[src/rtl/vdiv_pkg.sv]
// Shared types and constants for the sequential restoring divider.
// Holds the FSM state encoding, the default operand width and a
// constant-evaluable ceil(log2) used to size the iteration counter.
package vdiv_pkg;

    typedef enum logic [1:0] {
        IDLE = 2'd0,
        CALC = 2'd1,
        DONE = 2'd2
    } vdiv_state_e;

    localparam int VDIV_WIDTH = 8;

    // ceil(log2(value)); the callers size the counter with clog2(WIDTH+1).
    function automatic int clog2(input int value);
        int r;
        r = 0;
        for (int i = 0; i < 31; i++) begin
            if ((1 << i) < value) begin
                r = i + 1;
            end
        end
        return r;
    endfunction

endpackage

[src/rtl/vdiv_step.sv]
// One restoring-division stage: shift in a dividend bit, compare, subtract.
// Latency: purely combinational, no state.
// Backpressure: none; the enclosing divider decides when the result is taken.
//
// Ports:
//   rem_in   - partial remainder before this step (always < divisor)
//   bit_in   - next dividend bit, MSB first
//   divisor  - divisor magnitude
//   rem_out  - partial remainder after this step
//   q_bit    - quotient bit produced by this step
module vdiv_step
    import vdiv_pkg::*;
#(
    parameter int WIDTH = VDIV_WIDTH
) (
    input  logic [WIDTH-1:0] rem_in,
    input  logic             bit_in,
    input  logic [WIDTH-1:0] divisor,
    output logic [WIDTH-1:0] rem_out,
    output logic             q_bit
);

    // WIDTH+1 bits: the shifted remainder can reach 2*divisor-1.
    logic [WIDTH:0] trial;
    logic [WIDTH:0] diff;

    assign trial = {rem_in, bit_in};
    assign diff  = trial - {1'b0, divisor};
    assign q_bit = (trial >= {1'b0, divisor});

    // When the subtraction is skipped, trial < divisor, so it fits in WIDTH bits.
    assign rem_out = q_bit ? diff[WIDTH-1:0] : trial[WIDTH-1:0];

endmodule

[src/rtl/seq_restoring_divider.sv]
// Iterative restoring divider, one quotient bit per clock (optional signed mode: VDIV_SIGNED_EN).
// Latency: WIDTH edges after the accepting edge; divide-by-zero is ready right after the accepting edge.
// Backpressure: result held in DONE until out_ready; start_ready only in IDLE.
//
// Ports:
//   clk, rst_n                     - clock, async active-low reset
//   start_valid/start_ready        - request channel, dividend/divisor sampled on handshake
//   out_valid/out_ready            - result channel
//   quotient, remainder            - result, held stable from DONE through IDLE
//   div_by_zero                    - result came from a zero divisor
module seq_restoring_divider
    import vdiv_pkg::*;
#(
    parameter int WIDTH = VDIV_WIDTH
) (
    input  logic             clk,
    input  logic             rst_n,
    input  logic             start_valid,
    output logic             start_ready,
    input  logic [WIDTH-1:0] dividend,
    input  logic [WIDTH-1:0] divisor,
    output logic             out_valid,
    input  logic             out_ready,
    output logic [WIDTH-1:0] quotient,
    output logic [WIDTH-1:0] remainder,
    output logic             div_by_zero
);

    localparam int CNT_W = clog2(WIDTH + 1);

    vdiv_state_e      state_q, state_d;
    logic [CNT_W-1:0] cnt_q;
    // work_q starts as the dividend; each step shifts its MSB out into the
    // stage and shifts the new quotient bit in at the LSB.
    logic [WIDTH-1:0] work_q;
    logic [WIDTH-1:0] rem_q;
    logic [WIDTH-1:0] dsr_q;

    logic [WIDTH-1:0] rem_nxt;
    logic             q_bit;
    logic             accept;
    logic             last_step;
    logic             dsr_zero;
    logic [WIDTH-1:0] load_dvd;
    logic [WIDTH-1:0] load_dsr;
    logic [WIDTH-1:0] raw_q;
    logic [WIDTH-1:0] raw_r;
    logic [WIDTH-1:0] fin_q;
    logic [WIDTH-1:0] fin_r;

    assign start_ready = (state_q == IDLE);
    assign out_valid   = (state_q == DONE);
    assign accept      = start_valid && start_ready;
    assign last_step   = (state_q == CALC) && (cnt_q == CNT_W'(WIDTH - 1));
    assign dsr_zero    = (divisor == '0);

    vdiv_step #(
        .WIDTH (WIDTH)
    ) u_step (
        .rem_in  (rem_q),
        .bit_in  (work_q[WIDTH-1]),
        .divisor (dsr_q),
        .rem_out (rem_nxt),
        .q_bit   (q_bit)
    );

    assign raw_q = {work_q[WIDTH-2:0], q_bit};
    assign raw_r = rem_nxt;

`ifdef VDIV_SIGNED_EN
    // The core divides magnitudes; signs are re-applied on the final step.
    logic q_neg_q;
    logic r_neg_q;

    assign load_dvd = dividend[WIDTH-1] ? -dividend : dividend;
    assign load_dsr = divisor[WIDTH-1]  ? -divisor  : divisor;
    // Most-negative / -1 gives magnitude 2^(WIDTH-1) with a positive sign,
    // which wraps back to most-negative: the defined overflow result.
    assign fin_q    = q_neg_q ? -raw_q : raw_q;
    assign fin_r    = r_neg_q ? -raw_r : raw_r;

    always_ff @(posedge clk or negedge rst_n) begin
        if (!rst_n) begin
            q_neg_q <= 1'b0;
            r_neg_q <= 1'b0;
        end else if (accept) begin
            q_neg_q <= dividend[WIDTH-1] ^ divisor[WIDTH-1];
            r_neg_q <= dividend[WIDTH-1];
        end
    end
`else
    assign load_dvd = dividend;
    assign load_dsr = divisor;
    assign fin_q    = raw_q;
    assign fin_r    = raw_r;
`endif

    always_ff @(posedge clk or negedge rst_n) begin
        if (!rst_n) begin
            state_q <= IDLE;
        end else begin
            state_q <= state_d;
        end
    end

    always_comb begin
        state_d = state_q;
        case (state_q)
            IDLE: begin
                if (accept) begin
                    state_d = dsr_zero ? DONE : CALC;
                end
            end
            CALC: begin
                if (last_step) begin
                    state_d = DONE;
                end
            end
            DONE: begin
                // A request presented alongside out_ready waits for IDLE.
                if (out_ready) begin
                    state_d = IDLE;
                end
            end
            default: state_d = IDLE;
        endcase
    end

    always_ff @(posedge clk or negedge rst_n) begin
        if (!rst_n) begin
            cnt_q       <= '0;
            work_q      <= '0;
            rem_q       <= '0;
            dsr_q       <= '0;
            quotient    <= '0;
            remainder   <= '0;
            div_by_zero <= 1'b0;
        end else if (accept) begin
            cnt_q  <= '0;
            work_q <= load_dvd;
            rem_q  <= '0;
            dsr_q  <= load_dsr;
            if (dsr_zero) begin
                quotient    <= '1;
                remainder   <= dividend;
                div_by_zero <= 1'b1;
            end else begin
                div_by_zero <= 1'b0;
            end
        end else if (state_q == CALC) begin
            cnt_q  <= cnt_q + CNT_W'(1);
            work_q <= raw_q;
            rem_q  <= rem_nxt;
            // Outputs only change once the full result is known.
            if (last_step) begin
                quotient  <= fin_q;
                remainder <= fin_r;
            end
        end
    end

endmodule

[config.mk]
export PLATFORM = sky130hd
export DESIGN_NAME = seq_restoring_divider
export DESIGN_NICKNAME = d
export VERILOG_FILES = /design/src/rtl/vdiv_pkg.sv /design/src/rtl/vdiv_step.sv /design/src/rtl/seq_restoring_divider.sv
export SDC_FILE = /design/constraint.sdc
export NUM_CORES = 1
export LEC_CHECK = 0
export CORE_MARGIN = 2
export CORE_UTILIZATION = 57
export DETAILED_ROUTE_END_ITERATION = 10
export PLACE_DENSITY_LB_ADDON = 0.25
export REMOVE_ABC_BUFFERS = 1
export SETUP_SLACK_MARGIN = 0.4
export SLEW_MARGIN = 20
export SYNTH_ARGS = -nofsm -noshare
export SYNTH_HDL_FRONTEND = slang
export SYNTH_SLANG_ARGS = --single-unit
[constraint.sdc]
create_clock -name clk -period 2.9 [get_ports clk]
set_input_delay 0.58 -clock clk [delete_from_list [all_inputs] [get_ports clk]]
set_output_delay 0.58 -clock clk [all_outputs]
set_load 0.02 [all_outputs]
# ---- Yosys cells after proc, flatten, opt, wreduce, memory -nomap -nowiden
# Cells that the tools add are included.
dict set report totals {
  ff_bits 47
  out_inout_bits 19
  input_bits 20
  wordCells 47
}
dict set report classes {
  order_cmp 1
  mux 21
  addsub 2
  reduce_logical 8
  eq_ne 7
}
# operator n
set ops {}
lappend ops {{8-bit two-way mux} 13}
lappend ops {{9-bit by 8-bit greater-or-equal comparator with 1-bit output} 1}
lappend ops {{8-bit logical NOT} 1}
lappend ops {{2-bit two-way mux} 4}
lappend ops {{4-bit two-way mux} 2}
lappend ops {{8-bit subtractor} 1}
lappend ops {{2-bit by 1-bit inequality test with 1-bit output (second input constant)} 3}
lappend ops {{2-bit one-hot mux with 3 select lines} 1}
lappend ops {{3-bit AND reduction} 2}
lappend ops {{4-bit by 1-bit adder with 4-bit output (second input constant)} 1}
lappend ops {{4-bit by 3-bit equality test with 1-bit output (second input constant)} 1}
lappend ops {{2-bit nonzero test} 2}
lappend ops {{2-bit by 1-bit equality test with 1-bit output (second input constant)} 1}
lappend ops {{2-bit equality test (second input constant)} 1}
lappend ops {{1-bit logical AND} 2}
lappend ops {{2-bit logical NOT} 1}
lappend ops {{2-bit inequality test (second input constant)} 1}
lappend ops {{1-bit two-way mux} 1}

# ---- Longest topological paths before layout
dict set report depth {
  depth_word 5
  mapped_depth 9
  depth_no_buf 9
}

# ---- Modules after synthesis
# Synthesis repeated with hierarchy kept, for this count alone.
dict set report unflattened {
  cells_unflattened 271
  hier_area_um2 2537.4
}
# module area_per_inst_um2 seq_area_each_um2 n_inst cells_each
set modules_own_cells {}
lappend modules_own_cells {seq_restoring_divider 2016.9 1176.1 1 202}
lappend modules_own_cells {vdiv_step 520.5 0.0 1 69}

# ---- Worst setup path before layout
# No wires, ideal clock.
dict set report synth_path {
  kind {reg2reg}
  from {reg dsr_q[1]}
  to {reg remainder[0]}
  required_ns 2.822
  setup_ns 0.078
  t_arrival_ns 1.870
  setup_slack_ns 0.952
  stages_incl_launch_ff 9
  path_cell_list {dfrtp_1 > inv_1 > ha_1 > nor2b_4 > o31a_1 > o21ai_4 > nand2_4 > mux2_4 > a21oi_1}
}
dict set report synth_between {
  elab_chain_cells 5
}
# element line_no
set synth_rtl {}
lappend synth_rtl {{from (decl)} seq_restoring_divider.sv:37} ;# logic [WIDTH-1:0] dsr_q;
lappend synth_rtl {{from (signal assigned)} seq_restoring_divider.sv:142} ;# dsr_q <= load_dsr;
lappend synth_rtl {{9-bit by 8-bit greater-or-equal comparator with 1-bit output} vdiv_step.sv:29} ;# assign q_bit = (trial >= {1'b0, divisor});
lappend synth_rtl {{8-bit two-way mux} vdiv_step.sv:32} ;# assign rem_out = q_bit ? diff[WIDTH-1:0] : trial[WIDTH-1:0];
lappend synth_rtl {{8-bit two-way mux} seq_restoring_divider.sv:155} ;# if (last_step) begin
lappend synth_rtl {{8-bit two-way mux} seq_restoring_divider.sv:150} ;# end else if (state_q == CALC) begin
lappend synth_rtl {{8-bit two-way mux} seq_restoring_divider.sv:138} ;# end else if (accept) begin
lappend synth_rtl {{to (signal assigned)} seq_restoring_divider.sv:145} ;# remainder <= dividend;
lappend synth_rtl {{to (signal assigned)} seq_restoring_divider.sv:157} ;# remainder <= fin_r;
lappend synth_rtl {{to (decl)} seq_restoring_divider.sv:25} ;# output logic [WIDTH-1:0] remainder,
# Every way passes these cells. The select of a mux whose other input is x is not followed.
# A chain may end at the register's enable or synchronous reset.

# ---- Worst setup path after layout
dict set report layout_path {
  from {reg work_q[7]}
  to {reg rem_q[6]}
}
dict set report layout_between {
  elab_chain_cells 4
  elab_cells_between_ends 5
}
# element line_no
set layout_rtl {}
lappend layout_rtl {{from (decl)} seq_restoring_divider.sv:35} ;# logic [WIDTH-1:0] work_q;
lappend layout_rtl {{from (signal assigned)} seq_restoring_divider.sv:140} ;# work_q <= load_dvd;
lappend layout_rtl {{from (signal assigned)} seq_restoring_divider.sv:152} ;# work_q <= raw_q;
lappend layout_rtl {{8-bit subtractor / 9-bit by 8-bit greater-or-equal comparator with 1-bit output (equally long branches)} {vdiv_step.sv:28, vdiv_step.sv:29}}
lappend layout_rtl {{8-bit two-way mux (*)} vdiv_step.sv:32}
lappend layout_rtl {{8-bit two-way mux (*)} seq_restoring_divider.sv:150}
lappend layout_rtl {{8-bit two-way mux (*)} seq_restoring_divider.sv:138}
lappend layout_rtl {{to (signal assigned)} seq_restoring_divider.sv:153} ;# rem_q <= rem_nxt;
lappend layout_rtl {{to (decl)} seq_restoring_divider.sv:36} ;# logic [WIDTH-1:0] rem_q;
# Mark *: on every way between the ends. The rest lies on a longest branch, timed or not. The select of a mux whose other input is x is not followed.

==> metrics.yaml <==
place:
  port_buffers: 38
  placedInstanceArea_sq_um: 2800
  gp_routability_congestion: 0.811
  place_hpwl_mm: 4.12
synth:
  synth.ff_latch_count: 47
  yosys_warnings: 0
  synth_area_sq_um: 2400
  synth_top_cells_by_area: "dfrtp_1, o21ai_0, ha_1"
  synth_ff_type: "dfrtp_1"
  postSynth.asyncResetShare_pct: 100
  synth.yosys.seq_area_share_pct: 49.0
  avgSynthCellArea_sq_um: 10.5
  ys_types: 47
  synth_area_leader_cell: "dfrtp_1"
  synth_top_cell_area_share_pct: 49.0
  synth_edf_count: 0
  synth_cells: 229
grt:
  wire_length_of_the_first_global_routing_pass_mm: 9.19
  initial_antenna_violation_count: 0
  grt_util_all_layers_pct: 26.7
  first_global_vias: 1891
  gr-total-overflow: 0
  grt_start_max_net_pins: 48
power_and_ir_drop:
  power_leakage_nw: 1.26
  internal-power_w: 0.00228
  power.share.switching_pct: 43.7
  netSwitchingPower_w: 0.00177
  power.density_nw_per_um2: 1390
  power.share.combinational_pct: 57.8
  max-vdd-ir-drop_uv: 740
  power_frac_seq_pct: 29.8
  total_power_w: 0.00405
  power.share.clock_pct: 12.3
cells_and_area:
  register_area_sq_um: 1180
  areaGrowthSynthToFinish_pct: 21.5
  postLayoutCellArea_sq_um: 2920
  layout-drive-gt1-share_pct: 13.8
  layout.cells.most_common_list: "dfrtp_1, clkdlybuf4s50_1, nand2_1"
  n_fill_cell: 293
  diodes: 0
  num-nets-final: 298
  commonest_non_fill_non_tap_cell_in_the_layout: "dfrtp_1"
  multiInputGateArea_sq_um: 1120
clock_network:
  tritoncts.num_buffers: 5
  clk_latency_ns: 0.31
  clock_slew_at_reported_path_ffs_ns: 0.09
  ctsResizeCount: 0
  cts_htree_levels: 2
  post-cts-setup-buffers: 0
  clock_sink_count: 47
  ctsHoldBuffers: 0
  ctsRootBufferMaster: "clkbuf_8"
  tritoncts: "yes"
  max-clock-path-buffers: 2
die:
  io-pin-count: 39
  initial_utilization_pct: 59.6
  overall_die_width_um: 68.9
  row_count: 23
  core_area_sq_um: 4030
  die_y_um: 68.9
  die-area_sq_um: 4750
worst_hold_path:
  holdCritPathClass: "input pin to asynchronous set/reset pin"
sta:
  finalSetupViolations: 0
  final.setup_skew_ns: 0.0111
  worstMarginPinSlew_ns: 0.679
  finalCritPeriodShare_pct: 84.3
  final_period_minus_worst_setup_slack_ns: 2.45
  slew_headroom_pct: 54.2
  max_freq_mhz: 409
  timing.setup.tns_ns: 0
  report.final.hold_viol_count: 0
  grt_setup_unrepaired: "false"
  final_max_slew_viol_count: 0
drt:
  maxUsedRoutingLayer: "met4"
  drc: 0
  final_antenna_net_count: 0
  post_drt_via_cell_ratio: 6.14
  wire_per_inst_um: 17.8
  dr.pass1.iters: 4
  wirelength_met1_mm: 2.43
  route.met2.wl_mm: 2.86
  wl_met3_um: 300
  drt_wl_total_mm: 5.68
  route.vias.total: 1958
  detail_route.iter0.violations: 176
worst_setup_path:
  cp-end-kind: "flop"
  cp_data_required_time_ns: 3.05
  worst_path_dominant_cell_family: "compound AO/OA/AOI/OAI gates"
  setup.worst_path.class: "flop to flop"
  cp_cell_instances: "inv_1 -> ha_1 -> fa_1 -> nor2b_1 -> o211a_1 -> o21a_1 -> o311ai_0 -> a31oi_1"
  delay_of_the_slowest_cell_on_the_worst_path_ns: 0.58
  slowest_stage: "o311ai_0"
  worst_setup_path_start_kind: "flop"
  worstPathBufferInverterCount: 1
  worst-path-max-fanout: 3
  crit_arrival_ns: 2.60
outcome:
  run_status: "completed"
flow_run:
  max-cap-violations: 0
synth_stat cells (2+ instances only):
library cell  count
nand2_1          30
or2_2             2
or4_1             2
a22oi_1           6
a21oi_1          12
buf_6             2
a221o_1           2
o22a_2            8
o22ai_1           9
inv_1            10
xnor2_1           3
nor3_1            3
nor2_1            7
ha_1              9
nand3_1           5
dfrtp_1          47
nor2b_1           3
o311ai_0          2
a31oi_1           4
mux2i_1           4
a21o_2            2
mux2_4            2
o21a_1            4
nand4_1           2
o21ai_0          23
clkbuf_1          5
worst register-to-register path: cells and delay by family, from the launching register on:
| family | cells | cell delay (ns) |
|---|---|---|
| compound gates | 4 | 1.20 |
| fa+ha+maj | 2 | 0.52 |
| buf+inv | 1 | 0.12 |
| flops | 1 | 0.39 |
| simple gates | 1 | 0.08 |
power by group through the flow:
stage / combinational, W / clock (W) / sequential [W]
floorplan: 0.00152 / 0 / 0.00128
global placement: 0.00220 / 0 / 0.00119
detailed placement: 0.00231 / 0 / 0.00121
CTS: 0.00234 / 0.000493 / 0.00120
global route: 0.00257 / 0.000521 / 0.00124
finish: 0.00234 / 0.000499 / 0.00121
logic make-up after synthesis:
group                      count (synthesis)  share of synthesized area [%]
DFF                                       47                           49.0
xor gates and xnor gates                   3                           1.09
muxes                                      6                           2.92
AOI/OAI and AO/OA                         81                           23.8
buffers and inverters                     20                           4.48
and+or+nand+nor                           62                           13.3
adders and majority gates                 10                           5.52
metrics by stage:
| stage | std cells | utilization, % | hold WS [ns] | worst slack [ns] |
|---|---|---|---|---|
| final | 319 | 72.4 | 0.267 | 0.454 |
| after global placement | 311 | 69.5 | 0.474 | 0.503 |
| after global routing | 319 | 72.4 | 0.315 | 0.443 |
| after floorplan | 219 | - | 0.284 | 0.856 |
| after detailed placement | 311 | 69.5 | 0.475 | 0.441 |
| after CTS | 319 | 72.4 | 0.479 | 0.541 |
flip-flops by register name (all words and copies together), names as in the netlist:
register	flops
cnt_q	4
div_by_zero	1
dsr_q	8
quotient	8
rem_q	8
remainder	8
state_q	2
work_q	8
layer usage:
metal	GRT usage, %	vias to the layer above
met5	0	-
met4	8.82	0
met3	5.84	11
met2	43.8	65
met1	35.3	969
li1	-	913
final timing paths:
path                             startpoint  slack, ns     endpoint  cells after the start
max in group asynchronous             rst_n       2.24     rem_q[5]                      1
worst max-delay path              work_q[7]       0.45     rem_q[6]                      8
worst min register to register  div_by_zero       0.49  div_by_zero                      1
worst max register to register    work_q[7]       0.45     rem_q[6]                      8
worst min-delay path                  rst_n       0.27     rem_q[1]                      1
min in group clk                div_by_zero       0.49  div_by_zero                      1
layout make-up:
| class | count | area share (%) |
|---|---|---|
| Clock buffer | 5 | 2.36 |
| Clock inverter | 3 | 1.59 |
| Inverter | 10 | 1.29 |
| Multi-Input combinational cell | 162 | 38.3 |
| Sequential cell | 47 | 40.3 |
| Tap cell | 50 | 2.14 |
| Timing Repair Buffer | 42 | 14.0 |
Note: power is estimated with default switching activity, not from simulation.
